## config.mk

```make
export PLATFORM = sky130hd
export DESIGN_NAME = kernel_stream_ctrl
export DESIGN_NICKNAME = d
export VERILOG_FILES = /design/src/rtl/kernel_stream_ctrl.sv
export SDC_FILE = /design/constraint.sdc
export NUM_CORES = 1
export LEC_CHECK = 0
export BUFFER_PORTS_ARGS = -buffer_cell sky130_fd_sc_hd__buf_4
export CORE_UTILIZATION = 50
export CTS_BUF_LIST = sky130_fd_sc_hd__clkbuf_8 sky130_fd_sc_hd__clkbuf_16
export DETAILED_ROUTE_END_ITERATION = 10
export PLACE_DENSITY = 0.83
export SLEW_MARGIN = 40
export SYNTH_ARGS = -nofsm -noshare
export SYNTH_HDL_FRONTEND = slang
export SYNTH_SLANG_ARGS = --single-unit
```

## constraint.sdc

```tcl
create_clock -name clk -period 4.6 [get_ports clk]
set_clock_uncertainty 0.1 [all_clocks]
set_input_delay 0.23 -clock clk [delete_from_list [all_inputs] [get_ports clk]]
set_output_delay 0.23 -clock clk [all_outputs]
set_load 0.03 [all_outputs]
```

## src/rtl/kernel_stream_ctrl.sv

```systemverilog
// Run controller for one streaming kernel: admits nitems words into the kernel,
// collects nitems results for the sink, pulses done, and flags a stalled drain.
module kernel_stream_ctrl #(
  parameter int STREAMW = 34,
  parameter int CNTW    = 32,
  parameter int TOW     = 16
) (
  input  logic               clk,
  input  logic               rst,
  input  logic               start,
  input  logic [CNTW-1:0]    nitems,
  input  logic [TOW-1:0]     timeout,
  output logic               busy,
  output logic               done,
  output logic               err,
  input  logic               src_valid,
  input  logic [STREAMW-1:0] src_data,
  output logic               src_ready,
  output logic               k_ivalid,
  output logic [STREAMW-1:0] k_in1,
  input  logic               k_iready,
  input  logic               k_ovalid,
  input  logic [STREAMW-1:0] k_out1,
  output logic               k_oready,
  output logic               snk_valid,
  output logic [STREAMW-1:0] snk_data,
  input  logic               snk_ready,
  output logic [CNTW-1:0]    in_count,
  output logic [CNTW-1:0]    out_count
);

  typedef enum logic [2:0] {
    S_IDLE,
    S_RUN,
    S_DRAIN,
    S_DONE,
    S_ERR
  } state_t;

  state_t          state;
  logic [CNTW-1:0] nitems_r;
  logic [TOW-1:0]  timeout_r;
  logic [TOW-1:0]  wd;

  logic            in_open;
  logic            out_open;
  logic            in_hs;
  logic            out_hs;
  logic [CNTW-1:0] in_next;
  logic [CNTW-1:0] out_next;
  logic [TOW-1:0]  wd_inc;

  // Gates depend only on registered state and counters, so the data path adds no latency.
  assign in_open   = (state == S_RUN) && (in_count < nitems_r);
  assign out_open  = ((state == S_RUN) || (state == S_DRAIN)) && (out_count < nitems_r);

  assign k_ivalid  = src_valid & in_open;
  assign src_ready = k_iready & in_open;
  assign k_in1     = src_data;

  assign snk_valid = k_ovalid & out_open;
  assign k_oready  = snk_ready & out_open;
  assign snk_data  = k_out1;

  assign in_hs     = k_ivalid & k_iready;
  assign out_hs    = snk_valid & snk_ready;
  assign in_next   = in_count + CNTW'(in_hs);
  assign out_next  = out_count + CNTW'(out_hs);
  assign wd_inc    = wd + TOW'(1);

  // NOTE: all state below uses non-blocking assignments so every branch sees the
  // pre-edge values of state and counters, exactly as the combinational gates do.
  always_ff @(posedge clk) begin
    if (rst) begin
      state     <= S_IDLE;
      busy      <= 1'b0;
      done      <= 1'b0;
      err       <= 1'b0;
      in_count  <= '0;
      out_count <= '0;
      wd        <= '0;
      nitems_r  <= '0;
      timeout_r <= '0;
    end else begin
      done <= 1'b0;
      unique case (state)
        S_IDLE: begin
          if (start) begin
            nitems_r  <= nitems;
            timeout_r <= timeout;
            in_count  <= '0;
            out_count <= '0;
            err       <= 1'b0;
            wd        <= '0;
            if (nitems != '0) begin
              state <= S_RUN;
              busy  <= 1'b1;
            end else begin
              state <= S_DONE;
              done  <= 1'b1;
            end
          end
        end

        S_RUN: begin
          in_count  <= in_next;
          out_count <= out_next;
          wd        <= '0;
          if (in_next == nitems_r) begin
            if (out_next == nitems_r) begin
              state <= S_DONE;
              busy  <= 1'b0;
              done  <= 1'b1;
            end else begin
              state <= S_DRAIN;
            end
          end
        end

        S_DRAIN: begin
          out_count <= out_next;
          if (out_next == nitems_r) begin
            state <= S_DONE;
            busy  <= 1'b0;
            done  <= 1'b1;
          end else if (out_hs) begin
            wd <= '0;
          end else begin
            // Saturate so a disabled watchdog never wraps back through small values.
            wd <= (wd == '1) ? wd : wd_inc;
            if ((timeout_r != '0) && (wd_inc == timeout_r)) begin
              state <= S_ERR;
              busy  <= 1'b0;
              err   <= 1'b1;
            end
          end
        end

        S_DONE: state <= S_IDLE;

        S_ERR:  state <= S_IDLE;

        default: begin
          state <= S_IDLE;
          busy  <= 1'b0;
        end
      endcase
    end
  end

endmodule

```

==> reports/results.tsv, run 1 <==
stage	metric	value	unit
route	routedWlPerCell	20.8	um
worst_setup_path	setup.worst_path.end_class	flip-flop	
sta	max_freq	200	MHz
outcome	status	complete, but fails checks	
global_route	overflow	0	
hold_path	hp-class	in -> reg	
synthesis	synth_ff_type	dfxtp_1	
sta	setup_ws	-0.409	ns
global_route	grt_max_degree	76	
route	ant_nets	0	
synthesis	synthTopCellsByCount	177 x nand2_1, 153 x a21oi_1, 134 x dfxtp_1, 88 x nor2_1, 74 x buf_4	
sta	slew-limit-headroom	39.4	%
route	viasPerCell	6.31	
synthesis	syn_area	0.0108	mm2
global_route	grt_pass1_wl	61.3	mm
worst_setup_path	crit_type	reg -> reg	
synthesis	postSynth.asyncResetShare	0	%
route	dr.first_iter.drc_count	1291	
floorplanning	core	0.0211	mm2
worst_setup_path	arrival	5.28	ns
floorplanning	die_h	149	um
placement	place.gp.congestion	0.979	
hold_path	min-delay-start	nitems[15]	
clock_network	clkSlewWorstSetupHoldPaths	0.06	ns
sta	hold_viol_final	1	
placement	place_area	0.0129	mm2
sta	finalCriticalPeriod	5.01	ns
route	firstDrtPassIters	5	
worst_setup_path	startpoint	nitems_r[9]	
floorplanning	die_w	149	um
synthesis	synth_edf_count	0	
power	cellPowerDensity	324	mW/mm2
placement	preCtsSetupSlack	-0.499	ns
sta	drv_slew	0	
placement	hpwl	28.1	mm
global_route	use_met3	6.24	%
synthesis	syn_inst	1430	
worst_setup_path	rrSetupSlack	-0.41	ns
synthesis	yosysUniqueCellTypes	77	
clock_network	clock_latency	0.44	ns
clock_network	cts-root-buf	clkbuf_16	
synthesis	yosys_warnings	0	
sta	worst_pin_slew	0.901	ns
synthesis	ys_ff_latch	134	
power	peakVddDrop	0.446	mV
clock_network	cts_max_path_buffers	2	
sta	setup_viol	22	
hold_path	hold_depth	3	
sta	tns	-7.12	ns
global_route	use_met1	43.8	%
sta	finalCritPeriodShare	109	%
cells_and_area	area_growth	33.7	%
global_route	grt_usage	35.8	%
sta	fin_hold_ws	-0.0000746	ns
synthesis	ys_seq_area_share	24.9	%
worst_setup_path	worstSetupStartpointType	flip-flop	
synthesis	synth_top_cell_area_share	24.9	%
cells_and_area	diodes	0	
power	static-leakage-power	6.12	nW
global_route	grt_pass1_vias	11600	
cells_and_area	final_nets	1861	
floorplanning	fp-row-count	53	
route	post-route-drc-count	0	
synthesis	syn_nets	1620	
route	vias	12400	
cells_and_area	design_area	0.0144	mm2
worst_setup_path	ff2ff_path_depth	22	
clock_network	cts_made_buffers	17	
worst_setup_path	cp_max_fo	3	
global_route	grt_antenna_before_repair	0	
hold_path	hold_end	nitems_r[15]	
job	cap_violations	0	
route	wl	40.7	mm
cells_and_area	layout-drive-gt1-share	30.3	%
placement	port-buffer-count	125	
global_route	top_usage_layer	met2	
clock_network	clock-sinks	134	
global_route	use_met2	57.7	%
synthesis	synth_top_area_cell	dfxtp_1	
worst_setup_path	required	4.88	ns
floorplanning	start_util	51.1	%
worst_setup_path	r2r_end	done	
clock_network	htreeDepth	4	
synthesis	syn_area_per_cell	7.54	um2
worst_setup_path	r2r_start	nitems_r[9]	
floorplanning	io_pins	262	
sta	rsz0062_at_grt	yes	
synthesis	synth_area_leaders	dfxtp_1 25%, ha_1 7.8%, a21oi_1 7.1%	
clock_network	cts_tree	built	
synthesis	synth.most_common_cell	nand2_1	
outcome	violations	hold timing, setup timing	
floorplanning	die_area	0.0222	mm2
==> cells by family (layout without fill, tap and decap cells) <==
group | count (synthesis) | in the layout | synth area share (%)
adders and majority gates | 67 | 67 | 7.78
AOI/OAI and AO/OA | 359 | 359 | 20.9
DFF | 134 | 134 | 24.9
muxes | 6 | 6 | 0.569
buffers and inverters | 214 | 466 | 10.5
and+or+nand+nor | 543 | 544 | 26.5
xor gates and xnor gates | 107 | 107 | 8.95
==> sequential cells by signal (all words and copies together) (netlist names) <==
register / cells
in_count: 32
done: 1
err: 1
wd: 16
busy: 1
timeout_r: 16
out_count: 32
state: 3
nitems_r: 32
==> how the worst max path moves through the flow <==
stage / to / slack, ns
2_1_floorplan: wd[8] / -0.04
3_3_place_gp: busy / -0.43
3_5_place_dp: done / -0.50
4_1_cts: busy / -0.37
5_1_grt: busy / -0.55
6_report: done / -0.41
==> worst max-delay path, stage by stage (launching register included) <==
cell and delay, ns:
dfxtp_2 0.32, inv_1 0.10, ha_4 0.21, a21o_1 0.16, a21o_1 0.19, a21oi_2 0.15, o21ai_2 0.09, or4_4 0.44
a21oi_4 0.15, o221ai_2 0.12, nand2_1 0.10, and4_4 0.24, ha_4 0.15, ha_4 0.15, and3_4 0.19, a21oi_2 0.05
or4b_1 0.46, or4_4 0.56, nor4_4 0.18, nand4_1 0.24, o31a_1 0.33, o21ai_1 0.11, and3_1 0.18
==> through the flow <==
step	total power, W	utilization, %	std cells
final	0.00467	68.4	1958
after global routing	0.00485	68.4	1958
after CTS	0.00456	67.4	1953
after detailed placement	0.00299	61.0	1866
after global placement	0.00295	60.9	1866
after floorplan	0.00247	-	1430
==> routing by layer <==
metal / routed length, um / part of all wire [%]
met5: 0 / 0
met4: 2440 / 6.0
met3: 3980 / 9.8
met2: 18700 / 46
met1: 15600 / 38
==> final cells by class <==
class	instances	area, um2
fillers	1630	6670
inverters	46	173
repair buffers	389	3100
clock buffers	19	475
well taps	275	344
multi-input cells	1083	7430
flip-flops and latches	134	2750
clock inverters	12	149
==> what timing repair did <==
item	in CTS	in global routing
setup buffers	12	6
gates resized for setup	42	33
pin swaps	27	24
gates cloned	1	0
setup endpoints to repair	21	24
endpoints found under the hold margin	44	0
hold buffers	44	0
==> where the power goes <==
| part | internal [W] | total [W] | switching (W) | leakage, nW |
|---|---|---|---|---|
| Clock | 0.000912 | 0.00148 | 0.000564 | 0.316 |
| Combinational | 0.000741 | 0.00189 | 0.00115 | 4.70 |
| Sequential | 0.00123 | 0.00130 | 0.0000664 | 1.11 |
| Total | 0.00289 | 0.00467 | 0.00178 | 6.12 |
==> cell usage in the layout, fill, tap and decap left out, drive strengths merged, types with 4 or more instances in the layout <==
cell type	instances
a21o	20
inv	50
o21a	4
dfxtp	134
a21oi	153
nand4	50
a31oi	17
dlygate4sd3	44
and2	14
nand2	177
ha	67
or3	12
buf	345
nor2	89
a311oi	19
o21ai	72
nand2b	11
nand3b	6
a22oi	7
clkbuf	19
o2111ai	6
and4	21
nor4	48
o211ai	8
o31a	5
or4	9
a41oi	4
clkinv	5
nand3	35
xor2	50
nor2b	6
xnor2	55
and3	25
a211oi	14
nor4b	5
nor3	25
mux2i	5
o22ai	5
(Power assumes the default switching activity.)
==> run 2: changes to the inputs <==
- ABC_CLOCK_PERIOD_IN_PS: default -> 4600
- CORE_UTILIZATION: 50 -> 44
- PLACE_DENSITY: 0.83 -> 0.75
- SKIP_LAST_GASP: default -> 1
==> reports/results.tsv, run 2 (synthesis gave the netlist of run 1 again) <==
stage	metric	value	unit	change
worst_setup_path	ff2ff_path_depth	22		unchanged
placement	hpwl	28.4	mm	was 28.1 mm
power	peakVddDrop	0.277	mV	was 0.446 mV
clock_network	cts-root-buf	clkbuf_16		unchanged
floorplanning	die_h	159	um	was 149 um
cells_and_area	layout_commonest_cell	buf_4		unchanged
sta	max_freq	202	MHz	was 200 MHz
sta	worst_pin_slew	0.835	ns	was 0.901 ns
cells_and_area	design_area	0.0144	mm2	about the same
clock_network	clkSlewWorstSetupHoldPaths	0.06	ns	about the same
worst_setup_path	startpoint	nitems_r[8]		was nitems_r[9]
power	cellPowerDensity	318	mW/mm2	was 324 mW/mm2
cells_and_area	final_nets	1863		was 1861
floorplanning	core	0.0238	mm2	was 0.0211 mm2
route	ant_nets	0		unchanged
cells_and_area	largestRegisters	in_count: 32 flops, nitems_r: 32 flops, out_count: 32 flops		unchanged
power	static-leakage-power	6.11	nW	was 6.12 nW
floorplanning	start_util	45.4	%	was 51.1%
cells_and_area	area_growth	33.9	%	was 33.7%
job	cap_violations	0		unchanged
outcome	violations	setup timing		was hold timing, setup timing
worst_setup_path	worstSetupStartpointType	flip-flop		unchanged
placement	port-buffer-count	125		unchanged
sta	drv_slew	0		unchanged
cells_and_area	layout-drive-gt1-share	30.2	%	was 30.3%
placement	place_area	0.0129	mm2	about the same
clock_network	cts_made_buffers	17		unchanged
cells_and_area	fill_cells	2041		was 1630
clock_network	htreeDepth	4		unchanged
route	post-route-drc-count	0		unchanged
sta	slew-limit-headroom	43.9	%	was 39.4%
clock_network	clock-sinks	134		unchanged
cells_and_area	diodes	0		unchanged
sta	fin_hold_ws	0.0279	ns	was -0.0000746 ns
sta	setup_viol	21		was 22
sta	hold_viol_final	0		was 1
sta	finalCriticalPeriod	4.95	ns	was 5.01 ns
floorplanning	io_pins	262		unchanged
floorplanning	fp-row-count	56		was 53
worst_setup_path	rrSetupSlack	-0.35	ns	was -0.41 ns
power	p_total	0.00459	W	was 0.00467 W
hold_path	hp-class	in -> reg		unchanged
sta	setup_ws	-0.345	ns	was -0.409 ns
global_route	overflow	0		unchanged
worst_setup_path	r2r_start	nitems_r[8]		was nitems_r[9]
worst_setup_path	endpoint	done		unchanged
worst_setup_path	arrival	5.22	ns	was 5.28 ns
global_route	grt_usage	31.8	%	was 35.8%
floorplanning	die_area	0.0251	mm2	was 0.0222 mm2
route	wl	40.2	mm	was 40.7 mm
global_route	grt_antenna_before_repair	1		was 0
global_route	grt_max_degree	95		was 76
floorplanning	die_w	159	um	was 149 um
worst_setup_path	crit_type	reg -> reg		unchanged
hold_path	min-delay-start	nitems[16]		was nitems[15]
worst_setup_path	r2r_end	done		unchanged
cells_and_area	final_cell_mix	333 x buf_4, 174 x nand2_1, 146 x a21oi_1		was 331 x buf_4, 174 x nand2_1, 145 x a21oi_1
worst_setup_path	setup.worst_path.end_class	flip-flop		unchanged
clock_network	cts_tree	built		unchanged
global_route	grt_pass1_vias	11500		was 11600
route	routedWlPerCell	20.0	um	was 20.8 um
worst_setup_path	required	4.88	ns	about the same
global_route	grt_pass1_wl	61.0	mm	was 61.3 mm
outcome	status	complete, but fails checks		unchanged
placement	place.gp.congestion	0.993		was 0.979
sta	finalCritPeriodShare	108	%	was 109%
clock_network	clock_latency	0.44	ns	about the same
clock_network	cts_max_path_buffers	2		unchanged
route	firstDrtPassIters	8		was 5
worst_setup_path	cp_max_fo	3		unchanged
route	viasPerCell	6.08		was 6.31
cells_and_area	postLayoutCoreUtil	60.8	%	was 68.4%
sta	rsz0062_at_grt	yes		unchanged
route	dr.first_iter.drc_count	1277		was 1291
route	vias	12200		was 12400
## run 2: layout make-up
class | count | area (um2) | area share [%]
well taps | 319 | 399 | 2.77
clock buffers | 18 | 439 | 3.04
multi-input cells | 1082 | 7400 | 51.2
repair buffers | 392 | 3120 | 21.6
flip-flops and latches | 134 | 2750 | 19.0
inverters | 46 | 173 | 1.20
clock inverters | 14 | 160 | 1.11
## run 2: metal layers
layer | vias to the layer above | GRT usage [%] | wire, um | part of all wire, %
met5 | - | 0 | 13 | 0.032
met4 | 2 | 19.7 | 2150 | 5.3
met3 | 163 | 6.42 | 3500 | 8.7
met2 | 681 | 52.6 | 18800 | 47
met1 | 5751 | 37.9 | 15800 | 39
li1 | 5589 | - | - | -
## run 2: where the power goes
| part | total, W | internal (W) | switching (W) | leakage [nW] |
|---|---|---|---|---|
| combinational | 0.00187 | 0.000735 | 0.00114 | 4.71 |
| sequential | 0.00129 | 0.00123 | 0.0000588 | 1.11 |
| clock | 0.00143 | 0.000861 | 0.000568 | 0.288 |
| total | 0.00459 | 0.00283 | 0.00177 | 6.11 |
## run 2: critical path: stages, from the launching register on
cell and delay, ns:
dfxtp_1 0.35, inv_1 0.07, ha_1 0.17, a21o_1 0.17, a21o_1 0.18, a21oi_2 0.14, o21ai_2 0.07, or4_4 0.44
a21oi_4 0.16, o221ai_2 0.11, nand2_1 0.09, and4_4 0.23, ha_4 0.15, ha_4 0.15, and3_4 0.19, a21oi_2 0.05
or4b_1 0.51, or4_4 0.56, nor4_4 0.18, nand4_1 0.21, o31a_1 0.33, o21ai_1 0.12, and3_1 0.16
## run 2: stage by stage
stage | setup WS, ns | instances | TNS [ns]
6_report | -0.345 | 2005 | -4.41
3_5_place_dp | -0.513 | 1908 | -5.81
2_1_floorplan | -0.0399 | 1430 | -0.340
4_1_cts | -0.472 | 2000 | -3.56
3_3_place_gp | -0.379 | 1908 | -4.16
5_1_grt | -0.509 | 2005 | -8.44
## run 2: worst min-delay path by stage
stage / end / slack (ns) / cells after the start
finish: nitems_r[16] / 0.03 / 3
global route: nitems_r[16] / 0.03 / 3
global placement: k_in1[19] / 0.36 / 0
detailed placement: k_in1[19] / 0.36 / 0
floorplan: nitems_r[16] / 0.26 / 2
CTS: nitems_r[16] / 0.01 / 3
## run 2: timing repair
| action | in CTS | in global routing |
|---|---|---|
| setup buffers | 15 | 5 |
| hold buffers | 46 | 0 |
| endpoints found under the setup margin | 21 | 24 |
| resized for setup | 46 | 26 |
| endpoints found under the hold margin | 46 | 0 |
| pin swaps | 48 | 27 |
